[src/rtl/dsp_operand_skid.sv]
// Two-entry valid/ready skid buffer feeding 48-bit DSP logic ports (C = a, A:B = b).
// Optional head-entry parity output is enabled by defining DSP_OPERAND_PARITY_EN.
module dsp_operand_skid #(
    parameter int width    = 48,
    parameter int sign_ext = 1
) (
    input  logic             clock,
    input  logic             reset,
    input  logic             in_valid,
    output logic             in_ready,
    input  logic [width-1:0] in_a,
    input  logic [width-1:0] in_b,
    output logic             out_valid,
    input  logic             out_ready,
    output logic [29:0]      dsp_a,
    output logic [17:0]      dsp_b,
    output logic [47:0]      dsp_c,
`ifdef DSP_OPERAND_PARITY_EN
    output logic             out_parity,
`endif
    output logic [1:0]       occupancy
);

    generate
        if (width < 1 || width > 48) begin : g_bad_width
            $error("dsp_operand_skid: width must be within 1..48");
        end
    endgenerate

    typedef enum logic [1:0] {
        ST_EMPTY = 2'd0,
        ST_ONE   = 2'd1,
        ST_FULL  = 2'd2
    } state_t;

    typedef struct packed {
        logic [47:0] c;
        logic [47:0] b;
`ifdef DSP_OPERAND_PARITY_EN
        logic        p;
`endif
    } entry_t;

    function automatic logic [47:0] ext48(input logic [width-1:0] x);
        logic [47:0] r;
        r = (sign_ext != 0) ? {48{x[width-1]}} : 48'd0;
        r[width-1:0] = x;
        return r;
    endfunction

    function automatic logic parity48(input logic [47:0] c, input logic [47:0] b);
        return ^(c ^ b);
    endfunction

    function automatic entry_t make_entry(input logic [width-1:0] a, input logic [width-1:0] b);
        entry_t e;
        e.c = ext48(a);
        e.b = ext48(b);
`ifdef DSP_OPERAND_PARITY_EN
        e.p = parity48(e.c, e.b);
`endif
        return e;
    endfunction

    state_t      state_q, state_d;
    entry_t      head_q, head_d;
    entry_t      skid_q, skid_d;
    logic        out_valid_q, out_valid_d;
    logic        in_ready_q, in_ready_d;
    logic [1:0]  occupancy_q, occupancy_d;
    logic        push_s;
    logic        pop_s;
    entry_t      new_s;

    assign push_s = in_valid & in_ready_q;
    assign pop_s  = out_valid_q & out_ready;
    assign new_s  = make_entry(in_a, in_b);

    // Next-state and entry movement; status flags derive from the next state so they are registered.
    always_comb begin
        state_d = state_q;
        head_d  = head_q;
        skid_d  = skid_q;
        case (state_q)
            ST_EMPTY: begin
                if (push_s) begin
                    head_d  = new_s;
                    state_d = ST_ONE;
                end else begin
                    state_d = ST_EMPTY;
                end
            end
            ST_ONE: begin
                if (push_s && pop_s) begin
                    head_d  = new_s;
                    state_d = ST_ONE;
                end else if (push_s) begin
                    skid_d  = new_s;
                    state_d = ST_FULL;
                end else if (pop_s) begin
                    state_d = ST_EMPTY;
                end else begin
                    state_d = ST_ONE;
                end
            end
            ST_FULL: begin
                if (pop_s) begin
                    head_d  = skid_q;
                    state_d = ST_ONE;
                end else begin
                    state_d = ST_FULL;
                end
            end
            default: begin
                state_d = ST_EMPTY;
            end
        endcase
        out_valid_d = (state_d != ST_EMPTY);
        in_ready_d  = (state_d != ST_FULL);
        occupancy_d = state_d;
    end

    // State and storage registers with synchronous active-low reset.
    always_ff @(posedge clock) begin
        if (!reset) begin
            state_q     <= ST_EMPTY;
            head_q      <= '0;
            skid_q      <= '0;
            out_valid_q <= 1'b0;
            in_ready_q  <= 1'b1;
            occupancy_q <= 2'd0;
        end else begin
            state_q     <= state_d;
            head_q      <= head_d;
            skid_q      <= skid_d;
            out_valid_q <= out_valid_d;
            in_ready_q  <= in_ready_d;
            occupancy_q <= occupancy_d;
        end
    end

    assign out_valid = out_valid_q;
    assign in_ready  = in_ready_q;
    assign occupancy = occupancy_q;
    assign dsp_c     = head_q.c;
    assign dsp_a     = head_q.b[47:18];
    assign dsp_b     = head_q.b[17:0];
`ifdef DSP_OPERAND_PARITY_EN
    assign out_parity = head_q.p;
`endif

endmodule

[config.mk]
export PLATFORM = sky130hd
export DESIGN_NAME = dsp_operand_skid
export DESIGN_NICKNAME = d
export VERILOG_FILES = /design/src/rtl/dsp_operand_skid.sv
export SDC_FILE = /design/constraint.sdc
export NUM_CORES = 1
export LEC_CHECK = 0
export ABC_AREA = 0
export CAP_MARGIN = 20
export CELL_PAD_IN_SITES_DETAIL_PLACEMENT = 0
export CELL_PAD_IN_SITES_GLOBAL_PLACEMENT = 1
export CORE_MARGIN = 1.5
export CORE_UTILIZATION = 39
export CTS_CLUSTER_DIAMETER = 40
export CTS_CLUSTER_SIZE = 24
export DETAILED_ROUTE_END_ITERATION = 7
export PLACE_DENSITY_LB_ADDON = 0.1
export SYNTH_ARGS = -nofsm -noshare
export SYNTH_HDL_FRONTEND = slang
export SYNTH_SLANG_ARGS = --single-unit
export TNS_END_PERCENT = 20
[constraint.sdc]
create_clock -name clock -period 2.1 [get_ports clock]
set_clock_uncertainty 0.2 [all_clocks]
set_input_delay 0.21 -clock clock [delete_from_list [all_inputs] [get_ports clock]]
set_output_delay 0.21 -clock clock [all_outputs]
set_load 0.02 [all_outputs]
; Yosys cells after proc, flatten, opt, wreduce, memory -nomap -nowiden
; Cells that the tools add are included.
[totals]
inputBits = 100
word_cells = 32
reg_bits = 196
out_inout_bits = 100
[op_classes]
mux = 10
reduce_logical = 6
bitwise = 3
n_eq_ne = 6
[op_table]
columns = operator, count
row1 = two-way mux 96 bit, 3
row2 = one-hot mux 96 bit (3 select lines), 1
row3 = "!= test 2 bit, second input constant", 4
row4 = two-way mux 2 bit, 3
row5 = one-hot mux 2 bit (3 select lines), 1
row6 = AND reduction 4 bit, 1
row7 = AND reduction 3 bit, 1
row8 = nonzero test 3 bit, 1
row9 = AND 1 bit, 2
row10 = "== test 2 x 1 -> 1 bit, second input constant", 1
row11 = "== test 2 bit, second input constant", 1
row12 = zero test 2 bit, 1
row13 = two-way mux 1 bit, 2
row14 = nonzero test 2 bit, 1
row15 = logical AND 1 bit, 1
row16 = inverter 1 bit, 1

; Depth between registers and ports, before layout
; Gate-level depths: netlist of run 1.
[logic_depth]
ltp_word = 6
depth_mapped = 6
mapped_depth_nobuf = 3

; Worst setup path after synthesis of run 1
; No wires, ideal clock.
[synth_timing]
path_kind = reg2reg
start = register occupancy[0] (netlist name)
end = register head_q (netlist bit dsp_a[21])
arrival_time_ns = 1.488
slack_ns = 0.266
path_buffers = 3
required_time_ns = 1.754
path_stages_with_launch = 7
path_cell_list = dfxtp_1 > a21bo_2 > buf_6 > buf_6 > buf_4 > a211oi_2 > a211oi_2
[synth_lines]
columns = element, line_no
row1 = "end signal, assigned", 127  ; head_q <= '0;
row2 = "end signal, assigned", 134  ; head_q <= head_d;
row3 = "end, declared", 66  ; entry_t head_q, head_d;

; Worst setup path in the final report of run 1
[layout_timing]
start = register occupancy_q[0] (netlist: occupancy[0])
end = output port occupancy[0]
[layout_lines]
columns = element, line_no
row1 = "start, declared", 70  ; logic [1:0] occupancy_q, occupancy_d;
row2 = "start signal, assigned", 138  ; occupancy_q <= occupancy_d;
row3 = "end, declared", 21  ; output logic [1:0] occupancy
; No word-level cell between the ends.

==> results of run 1 <==
metal layers:
layer | vias up | track usage [%] | share of wire, %
met3 | 21 | 4.54 | 4.8
li1 | 3718 | - | -
met4 | 0 | 5.27 | 1.3
met2 | 182 | 34.9 | 47
met1 | 3764 | 28.8 | 47
met5 | - | 0 | 0
placed cells by master (no fill, tap or decap), drive strengths merged:
| master | instances |
|---|---|
| dfxtp | 196 |
| buf | 37 |
| clkinv | 4 |
| a21boi | 1 |
| dlygate4sd2 | 1 |
| nor2b | 1 |
| a21o | 2 |
| a21oi | 97 |
| nand2 | 2 |
| nand3 | 97 |
| nand2b | 1 |
| o22ai | 1 |
| a211oi | 192 |
| and4 | 1 |
| and4b | 1 |
| bufinv | 3 |
| a21bo | 1 |
| mux2i | 96 |
| inv | 4 |
| clkdlybuf4s50 | 198 |
| clkinvlp | 2 |
| o21ai | 97 |
| nand3b | 2 |
| and3b | 1 |
| nand4 | 1 |
| and3 | 1 |
| clkbuf | 18 |
flip-flops by register name, summed over array words and instances (netlist names):
name and cells:
occupancy 2, in_ready 1, dsp_b 18, skid_q 96, out_valid 1, dsp_a 30, dsp_c 48
where the power goes:
group          switching (W)  internal, W  leakage (nW)
sequential          0.000223      0.00407          1.61
combinational        0.00154      0.00135          2.61
clock                0.00149      0.00187         0.283
logic make-up after synthesis:
logic type             share of synthesized area [%]
DFF                                             44.0
buffers and inverters                           6.81
AOI/OAI and AO/OA                               32.1
muxes                                           10.8
and+or+nand+nor                                 6.32
per-stage QoR:
stage          hold WS [ns]  worst slack [ns]
6_report              0.158            0.0770
5_1_grt               0.167            0.0178
4_1_cts               0.152            0.0545
3_5_place_dp          0.265            0.0652
3_3_place_gp          0.260             0.112
2_1_floorplan        0.0818             0.266
cell type report:
type                       count  area (um^2)  area share [%]
clock inverter                12          155            1.30
clock buffer                  18          429            3.61
timing repair buffer         236         2590            21.8
tap                          285          357            3.00
sequential                   196         3920            33.0
inverter                       1         8.76          0.0736
multi-input combinational    595         4430            37.2
final timing paths:
path,start,endpoint,cells past startpoint
max,occupancy[0],occupancy[0],1
max reg2reg,occupancy[1],dsp_a[2],4
min,in_a[25],skid_q[73],3
min reg2reg,skid_q[78],skid_q[78],2
timing repair:
item | CTS | global route
resized for setup | 1 | 0
hold buffers | 0 | 0
endpoints found under the setup margin | 1 | 0
==> results.json, run 1 <==
{
  "hold_viol": 0,
  "ys.flop_type": "dfxtp_1",
  "rsz0062_at_grt": "no",
  "ys_seq_area_share_pct": 44.0,
  "end_kind": "output port",
  "leakage_nw": 4.50,
  "cp_max_fo": 9,
  "stdcell_count": 1343,
  "grt_start_max_net_pins": 97,
  "crit_type": "reg -> out",
  "report.final.slew_viol_count": 0,
  "antenna_cells": 0,
  "synth_area_leaders": "dfxtp_1 44%, a211oi_2 11%, mux2i_1 11%",
  "final_core_util_pct": 52.7,
  "clk_latency_ns": 0.43,
  "vias": 7685,
  "ant_nets": 0,
  "crit_chain": "clkdlybuf4s50_1",
  "postSynthAreaPerCell_um2": 9.83,
  "period_needed_ns": 2.02,
  "htree_levels": 4,
  "via_per_inst": 5.72,
  "routedWlPerCell_um": 19.1,
  "nets": 1147,
  "tightest_slew_ns": 0.487,
  "fin_crit_sh_pct": 96.3,
  "crit_arrival_ns": 1.61,
  "syn_to_final_growth_pct": 33.3,
  "antenna_found_initial": 0,
  "cts-root-buf": "clkbuf_16",
  "place_inst": 1313,
  "synth_cell_types": 27,
  "gp_congestion": 0.716,
  "crit_family": "buffers and inverters",
  "ys_ff_latch": 196,
  "yosys.area.top_type": "dfxtp_1",
  "cp.required_ns": 1.69,
  "min_path_type": "in -> reg",
  "synth_top_area_share_pct": 44.0,
  "die_w_um": 154,
  "vdd.ir_drop.worst_uv": 562,
  "drc": 0,
  "cts_buffers": 17,
  "first_iter_violations": 430,
  "synth-edff-count": 0,
  "postCtsSetupRepairBufs": 0,
  "setup-tns-final_ns": 0,
  "syn_nets": 1008,
  "totalPowerFinal_w": 0.0105,
  "ys_warn_count": 0,
  "placementRows": 55,
  "power.density_nw_per_um2": 886,
  "post-dp-hpwl_um": 14900,
  "critical-path-slowest-cell": "clkdlybuf4s50_1",
  "synthArstFlopShare_pct": 0,
  "clk_path_buf_depth": 2,
  "initial_core_util_pct": 39.5,
  "io_pins": 200,
  "placed_cell_area_um2": 11300,
  "status": "finished clean",
  "final_area_um2": 11900,
  "numPortBuffers": 199,
  "grt_pass1_wl_um": 41000,
  "max_stage_delay_ns": 0.71,
  "yosysMostFrequentCell": "dfxtp_1",
  "first_pass_iters": 5,
  "cts_tree": "yes",
  "wl_um": 25600,
  "slew_headroom_pct": 67.5,
  "max_cap_viol_count": 0,
  "cts.clk_slew.worst_paths_ns": 0.07,
  "fill_cells": 2087,
  "achievable-frequency_mhz": 494,
  "yosys-top-cells-count": "196 x dfxtp_1, 112 x a211oi_1, 97 x a21oi_1, 97 x nand3_1, 96 x mux2i_1",
  "grt_pass1_vias": 7500,
  "die_y_um": 154,
  "reg2reg_slack_ns": 0.24,
  "die-area_um2": 23800,
  "cp_num_buf_inv": 1,
  "startpoint_type": "flip-flop",
  "overflow": 0,
  "syn_area_um2": 8930,
  "cts_sinks": 196,
  "grt_usage_pct": 21.4,
  "syn_inst": 908,
  "setup_violations": 0,
  "drive_gt1_share_pct": 14.6,
  "core_um2": 22600
}
Note: power is estimated with default switching activity, not from simulation.
==> inputs of run 2 (changes only) <==
CTS_CLUSTER_SIZE = 14   (was 24)
==> results of run 2 <==
Same layout as run 1: the final DEF is identical, and so are final timing and power.
